[src/rtl/clk_div_pkg.sv]
// Shared constants for the clock-divider family: board clock, default divisor
// and half-period divisors for the rates the board commonly needs.
package clk_div_pkg;

  localparam int unsigned CLK_FREQ_HZ = 50_000_000;
  localparam int unsigned DEF_WIDTH   = 25;

  localparam logic [24:0] DEF_DIV = 25'd25000000;

  // Half-period divisors: the output period is 2*D input cycles.
  localparam int unsigned DIV_1HZ       = 25_000_000;
  localparam int unsigned DIV_1KHZ      = 25_000;
  localparam int unsigned DIV_9600_BAUD = 2_604;

  function automatic int unsigned half_div(input int unsigned freq_hz);
    return CLK_FREQ_HZ / (2 * freq_hz);
  endfunction

endpackage

[src/rtl/clk_div_multi_if.sv]
// Control/status bundle between a host and the multi-channel clock divider.
interface clk_div_multi_if
  import clk_div_pkg::*;
#(
  parameter int unsigned WIDTH = DEF_WIDTH,
  parameter int unsigned NCH   = 4,
  parameter int unsigned CHW   = 2
);

  logic [NCH-1:0]   en;
  logic             sync;
  logic             wr_en;
  logic [CHW-1:0]   wr_ch;
  logic [WIDTH-1:0] wr_div;
  logic [NCH-1:0]   clk_out;
  logic [NCH-1:0]   tick;
  logic [NCH-1:0]   upd_pend;

  modport master (
    output en, sync, wr_en, wr_ch, wr_div,
    input  clk_out, tick, upd_pend
  );

  modport slave (
    input  en, sync, wr_en, wr_ch, wr_div,
    output clk_out, tick, upd_pend
  );

endinterface

[src/rtl/clk_div_chan.sv]
// One divider channel: half-period counter, active/pending divisor and the
// registered square wave plus its rising-edge tick.
module clk_div_chan
  import clk_div_pkg::*;
#(
  parameter int unsigned      WIDTH       = DEF_WIDTH,
  parameter logic [WIDTH-1:0] DEFAULT_DIV = WIDTH'(DEF_DIV)
) (
  input  logic             clk,
  input  logic             rst_n,
  input  logic             en,
  input  logic             sync,
  input  logic             wr_en,
  input  logic [WIDTH-1:0] wr_div,
  output logic             clk_out,
  output logic             tick,
  output logic             upd_pend
);

  localparam logic [WIDTH-1:0] ONE = WIDTH'(1);

  logic [WIDTH-1:0] cnt_q, cnt_d;
  logic [WIDTH-1:0] d_act_q, d_act_d;
  logic [WIDTH-1:0] d_pend_q, d_pend_d;
  logic             clk_q, clk_d;
  logic             tick_q, tick_d;
  logic             pend_q, pend_d;
  logic             apply;

  // Divisor changes only land at a half-period boundary (or while idle), so a
  // running half-period is never shortened.
  always_comb begin
    cnt_d    = cnt_q;
    clk_d    = clk_q;
    tick_d   = 1'b0;
    d_act_d  = d_act_q;
    d_pend_d = d_pend_q;
    pend_d   = pend_q;
    apply    = 1'b0;

    if (sync || !en || (d_act_q == '0)) begin
      cnt_d = '0;
      clk_d = 1'b0;
      apply = pend_q;
    end else if (cnt_q == d_act_q - ONE) begin
      cnt_d  = '0;
      clk_d  = ~clk_q;
      tick_d = ~clk_q;
      apply  = pend_q;
    end else begin
      cnt_d = cnt_q + ONE;
    end

    if (apply) begin
      d_act_d = d_pend_q;
      pend_d  = 1'b0;
    end

    // A write on the apply edge is kept pending for the next boundary.
    if (wr_en) begin
      d_pend_d = wr_div;
      pend_d   = 1'b1;
    end
  end

  always_ff @(posedge clk) begin
    if (!rst_n) begin
      cnt_q    <= '0;
      clk_q    <= 1'b0;
      tick_q   <= 1'b0;
      d_act_q  <= DEFAULT_DIV;
      d_pend_q <= DEFAULT_DIV;
      pend_q   <= 1'b0;
    end else begin
      cnt_q    <= cnt_d;
      clk_q    <= clk_d;
      tick_q   <= tick_d;
      d_act_q  <= d_act_d;
      d_pend_q <= d_pend_d;
      pend_q   <= pend_d;
    end
  end

  assign clk_out  = clk_q;
  assign tick     = tick_q;
  assign upd_pend = pend_q;

endmodule

[src/rtl/clk_div_multi.sv]
// NCH independent programmable clock dividers sharing one clock, reset and
// sync pulse; divisor writes are steered to a single channel by wr_ch.
module clk_div_multi
  import clk_div_pkg::*;
#(
  parameter int unsigned      WIDTH       = DEF_WIDTH,
  parameter logic [WIDTH-1:0] DEFAULT_DIV = WIDTH'(DEF_DIV),
  parameter int unsigned      NCH         = 4,
  parameter int unsigned      CHW         = 2
) (
  input logic             clk_in,
  input logic             ar,
  clk_div_multi_if.slave  bus
);

  logic [NCH-1:0] wr_sel;
  logic [NCH-1:0] clk_out_w;
  logic [NCH-1:0] tick_w;
  logic [NCH-1:0] pend_w;

  // Indices at or above NCH match no channel, so such writes are dropped.
  always_comb begin
    wr_sel = '0;
    for (int i = 0; i < NCH; i++) begin
      if (bus.wr_en && (bus.wr_ch == CHW'(i))) begin
        wr_sel[i] = 1'b1;
      end
    end
  end

  for (genvar g = 0; g < NCH; g++) begin : g_chan
    clk_div_chan #(
      .WIDTH       (WIDTH),
      .DEFAULT_DIV (DEFAULT_DIV)
    ) u_chan (
      .clk      (clk_in),
      .rst_n    (ar),
      .en       (bus.en[g]),
      .sync     (bus.sync),
      .wr_en    (wr_sel[g]),
      .wr_div   (bus.wr_div),
      .clk_out  (clk_out_w[g]),
      .tick     (tick_w[g]),
      .upd_pend (pend_w[g])
    );
  end

  assign bus.clk_out  = clk_out_w;
  assign bus.tick     = tick_w;
  assign bus.upd_pend = pend_w;

endmodule

[src/flat_wrapper.sv]
// flat-port wrapper written by rule: the top's interface ports become plain ports
module clk_div_multi_flat import clk_div_pkg::*;
#(
  parameter int unsigned      WIDTH       = DEF_WIDTH,
  parameter logic [WIDTH-1:0] DEFAULT_DIV = WIDTH'(DEF_DIV),
  parameter int unsigned      NCH         = 4,
  parameter int unsigned      CHW         = 2
)
  (clk_in, ar, bus_en, bus_sync, bus_wr_en, bus_wr_ch, bus_wr_div, bus_clk_out, bus_tick, bus_upd_pend);
  clk_div_multi_if #(.WIDTH(WIDTH), .NCH(NCH), .CHW(CHW)) bus_i ();
  input logic clk_in;
  input logic ar;
  input wire logic [$bits(bus_i.en)-1:0] bus_en;
  input wire logic [$bits(bus_i.sync)-1:0] bus_sync;
  input wire logic [$bits(bus_i.wr_en)-1:0] bus_wr_en;
  input wire logic [$bits(bus_i.wr_ch)-1:0] bus_wr_ch;
  input wire logic [$bits(bus_i.wr_div)-1:0] bus_wr_div;
  output wire logic [$bits(bus_i.clk_out)-1:0] bus_clk_out;
  output wire logic [$bits(bus_i.tick)-1:0] bus_tick;
  output wire logic [$bits(bus_i.upd_pend)-1:0] bus_upd_pend;
  assign bus_i.en = bus_en;
  assign bus_i.sync = bus_sync;
  assign bus_i.wr_en = bus_wr_en;
  assign bus_i.wr_ch = bus_wr_ch;
  assign bus_i.wr_div = bus_wr_div;
  assign bus_clk_out = bus_i.clk_out;
  assign bus_tick = bus_i.tick;
  assign bus_upd_pend = bus_i.upd_pend;
  clk_div_multi #(.WIDTH(WIDTH), .DEFAULT_DIV(DEFAULT_DIV), .NCH(NCH), .CHW(CHW)) u_core (.clk_in(clk_in), .ar(ar), .bus(bus_i));
endmodule
[config.mk]
export PLATFORM = sky130hd
export DESIGN_NAME = clk_div_multi_flat
export DESIGN_NICKNAME = d
export VERILOG_FILES = /design/src/rtl/clk_div_pkg.sv /design/src/rtl/clk_div_multi_if.sv /design/src/rtl/clk_div_chan.sv /design/src/rtl/clk_div_multi.sv /design/src/flat_wrapper.sv
export SDC_FILE = /design/constraint.sdc
export NUM_CORES = 1
export LEC_CHECK = 0
export CORE_UTILIZATION = 40
export DETAILED_ROUTE_END_ITERATION = 10
export PLACE_DENSITY = 0.62
export SLEW_MARGIN = 20
export SYNTH_ARGS = -nofsm -noshare
export SYNTH_HDL_FRONTEND = slang
export SYNTH_SLANG_ARGS = --single-unit
[constraint.sdc]
create_clock -name clk_in -period 4.7 [get_ports clk_in]
set_input_delay 0.705 -clock clk_in [delete_from_list [all_inputs] [get_ports clk_in]]
set_output_delay 0.705 -clock clk_in [all_outputs]
set_load 0.005 [all_outputs]
==> reports/qor.yml <==
postRouteAntennaNets: 0
leakagePower_nw: 6.90
cts.clk_slew.worst_paths_ns: 0.06
setup.worst_path.class: "reg -> reg"
critPathLaunchType: "flop"
post_cts_buffers: 0
synthCells: 2185
cts-buffers-inserted: 37
fmax_mhz: 245
io_buffers: 46
maxCapViolations: 0
grt_max_degree: 150
syn_area_um2: 17300
vias: 15100
crit_required_ns: 5.13
min_period_over_period_pct: 86.8
hold_buffers: 0
period_needed_ns: 4.08
die_y_um: 210
yosysTopAreaCellShare_pct: 36.1
ys_ff_latch: 312
cts_tree: "yes"
cts_buffer_depth: 3
grt_pass1_vias: 14100
dp_cells: 2665
ys_types: 80
status: "finished, final reports clean"
clk_latency_ns: 0.55
antenna_found_initial: 1
grt_setup_unrepaired: "no"
ctsRootBufferMaster: "clkbuf_16"
synth_edf_count: 0
die_w_um: 210
skew_ns: 0.0158
maxSlewHeadroom_pct: 26.8
antenna_cells: 0
drt_wl_total_um: 44800
rows: 75
ys.flop_type: "dfxtp_1"
synth-seq-area-share_pct: 36.1
hold_viol: 0
final_common_cell: "dfxtp_1"
worst_slew_pin_slew_ns: 1.10
numClockSinks: 312
stdcell_count: 2732
internal-power_mw: 4.60
ys_top_cells_by_area: "dfxtp_1 36%, nand2_1 6.4%, xnor2_1 5.7%"
cts_resized: 0
power_mw: 6.02
power.switching_mw: 1.41
drc: 0
dp_hpwl_um: 31200
avgSynthCellArea_um2: 7.92
hold_path.class: "reg -> reg"
final_cell_mix: "312 x dfxtp_1, 294 x nand2_1, 204 x nor2_1, 175 x nand3_1, 113 x xnor2_1"
worst-path-max-fanout: 33
wl_per_cell_um: 16.4
maxSlewViolCount: 0
fin_nets: 2170
drive_above_1_share_pct: 5.43
pin_count: 47
crit_arrival_ns: 4.51
p_per_area_nw_per_um2: 313
dr.first_iter.drc_count: 1028
grt_overflow: 0
pwr-share-seq_pct: 45.5
yosys.area.top_type: "dfxtp_1"
switching_share_pct: 23.5
synth.net_count: 2228
design.core.area_um2: 42300
end_kind: "flop"
grt_usage_pct: 20.3
p_clk_share_pct: 49.2
setup_viol: 0
die_area_um2: 44100
gp_congestion: 0.881
ir_worst_vdd_mv: 0.257
grt_pass1_wl_um: 73100
final.setup.tns_ns: 0
async_flop_share_pct: 0
firstDrtPassIters: 5
syn2layout_area_growth_pct: 11.2
vias_per_cell: 5.51
start_util_pct: 40.9
combPwrFrac_pct: 5.3
cts.htree.levels: 2
yosysWarnings: 0
[worst paths after layout]
| kind | slack (ns) | end | start | cells after the start |
|---|---|---|---|---|
| worst max-delay path | 0.62 | u_core.g_chan[0].u_chan.d_act_q[0] | u_core.g_chan[0].u_chan.d_act_q[16] | 8 |
| worst min register to register | 0.46 | u_core.g_chan[1].u_chan.d_act_q[10] | u_core.g_chan[1].u_chan.d_pend_q[10] | 2 |
| worst min-delay path | 0.46 | u_core.g_chan[1].u_chan.d_act_q[10] | u_core.g_chan[1].u_chan.d_pend_q[10] | 2 |
| worst max register to register | 0.62 | u_core.g_chan[0].u_chan.d_act_q[0] | u_core.g_chan[0].u_chan.d_act_q[16] | 8 |
[final cells by class]
type	count	area, um^2
Clock inverter	13	150
Sequential cell	312	6250
Timing Repair Buffer	72	672
Fill cell	4212	23100
Clock buffer	54	1100
Inverter	56	210
Tap cell	577	722
Multi-Input combinational cell	1648	10100
[kinds of logic (layout without fill, tap and decap cells)]
| group | count (synthesis) | after routing | synth area share (%) |
|---|---|---|---|
| flip-flops | 312 | 312 | 36.1 |
| AND/OR/NAND/NOR | 1094 | 1094 | 32.2 |
| multiplexers | 31 | 31 | 1.80 |
| buffers and inverters | 225 | 195 | 5.43 |
| XOR/XNOR | 226 | 226 | 11.7 |
| adder cells (fa/ha/maj) | 8 | 8 | 0.579 |
| AO/OA/AOI/OAI | 289 | 289 | 12.1 |
[power by group through the flow]
stage / clock (mW) / combinational, mW / sequential [mW]
global placement: 0 / 0.315 / 2.79
finish: 2.96 / 0.319 / 2.74
floorplan: 0 / 0.212 / 2.78
CTS: 3.04 / 0.319 / 2.74
global route: 3.13 / 0.352 / 2.74
detailed placement: 0 / 0.318 / 2.79
[worst max-delay path: stages (launching register included)]
cell	delay, ns
dfxtp_1	0.39
or4_1	0.59
or4_1	0.46
or2_1	0.26
xor2_1	0.20
a41oi_1	0.16
or4_1	1.06
and4_1	0.45
or3_1	0.36
[cells in the mapped netlist, types with 4 or more instances]
| master | n |
|---|---|
| a2111oi_0 | 4 |
| a211oi_1 | 8 |
| a21boi_0 | 54 |
| a21oi_1 | 14 |
| a31o_2 | 4 |
| a31oi_1 | 13 |
| a32oi_1 | 27 |
| and2_1 | 9 |
| and3_1 | 56 |
| and4_1 | 21 |
| and4b_1 | 12 |
| buf_1 | 7 |
| buf_2 | 13 |
| buf_4 | 13 |
| buf_6 | 4 |
| clkbuf_1 | 132 |
| dfxtp_1 | 312 |
| ha_1 | 8 |
| inv_1 | 56 |
| mux2i_1 | 30 |
| nand2_1 | 294 |
| nand2b_1 | 39 |
| nand3_1 | 175 |
| nand3b_1 | 18 |
| nand4_1 | 65 |
| nand4b_1 | 4 |
| nor2_1 | 204 |
| nor2b_1 | 32 |
| nor3_1 | 57 |
| nor3b_1 | 11 |
| nor4_1 | 22 |
| nor4b_1 | 10 |
| o2111ai_1 | 7 |
| o211ai_1 | 57 |
| o21a_1 | 7 |
| o21ai_0 | 50 |
| or2_2 | 6 |
| or3_1 | 21 |
| or4_1 | 19 |
| xnor2_1 | 113 |
| xor2_1 | 110 |
[metrics by stage]
stage	util, %	hold WS (ns)	instance area (um^2)	setup slack, ns
6_report	45.4	0.455	19200	0.621
5_1_grt	45.4	0.472	19200	0.330
4_1_cts	45.4	0.460	19200	0.576
3_5_place_dp	42.5	0.445	18000	0.644
3_3_place_gp	42.5	0.445	18000	0.709
2_1_floorplan	-	0.432	17300	1.36
[flip-flops by register name (all words and copies together), names as in the netlist]
| register | count |
|---|---|
| u_core.g_chan.u_chan.d_act_q | 100 |
| u_core.g_chan.u_chan.d_pend_q | 100 |
| u_core.g_chan.u_chan.upd_pend | 4 |
| u_core.g_chan.u_chan.cnt_q | 100 |
| u_core.g_chan.u_chan.clk_out | 4 |
| u_core.g_chan.u_chan.tick | 4 |
[per-layer routing]
metal | global-route usage, % | wire length [um] | share of wire (%) | vias to the layer above
li1 | - | - | - | 7533
met1 | 27.7 | 21200 | 47 | 7166
met2 | 33.3 | 20700 | 46 | 285
met3 | 2.80 | 1900 | 4.2 | 66
met4 | 6.19 | 942 | 2.1 | 0
met5 | 0 | 0 | 0 | -
Note: power is estimated with default switching activity, not from simulation.
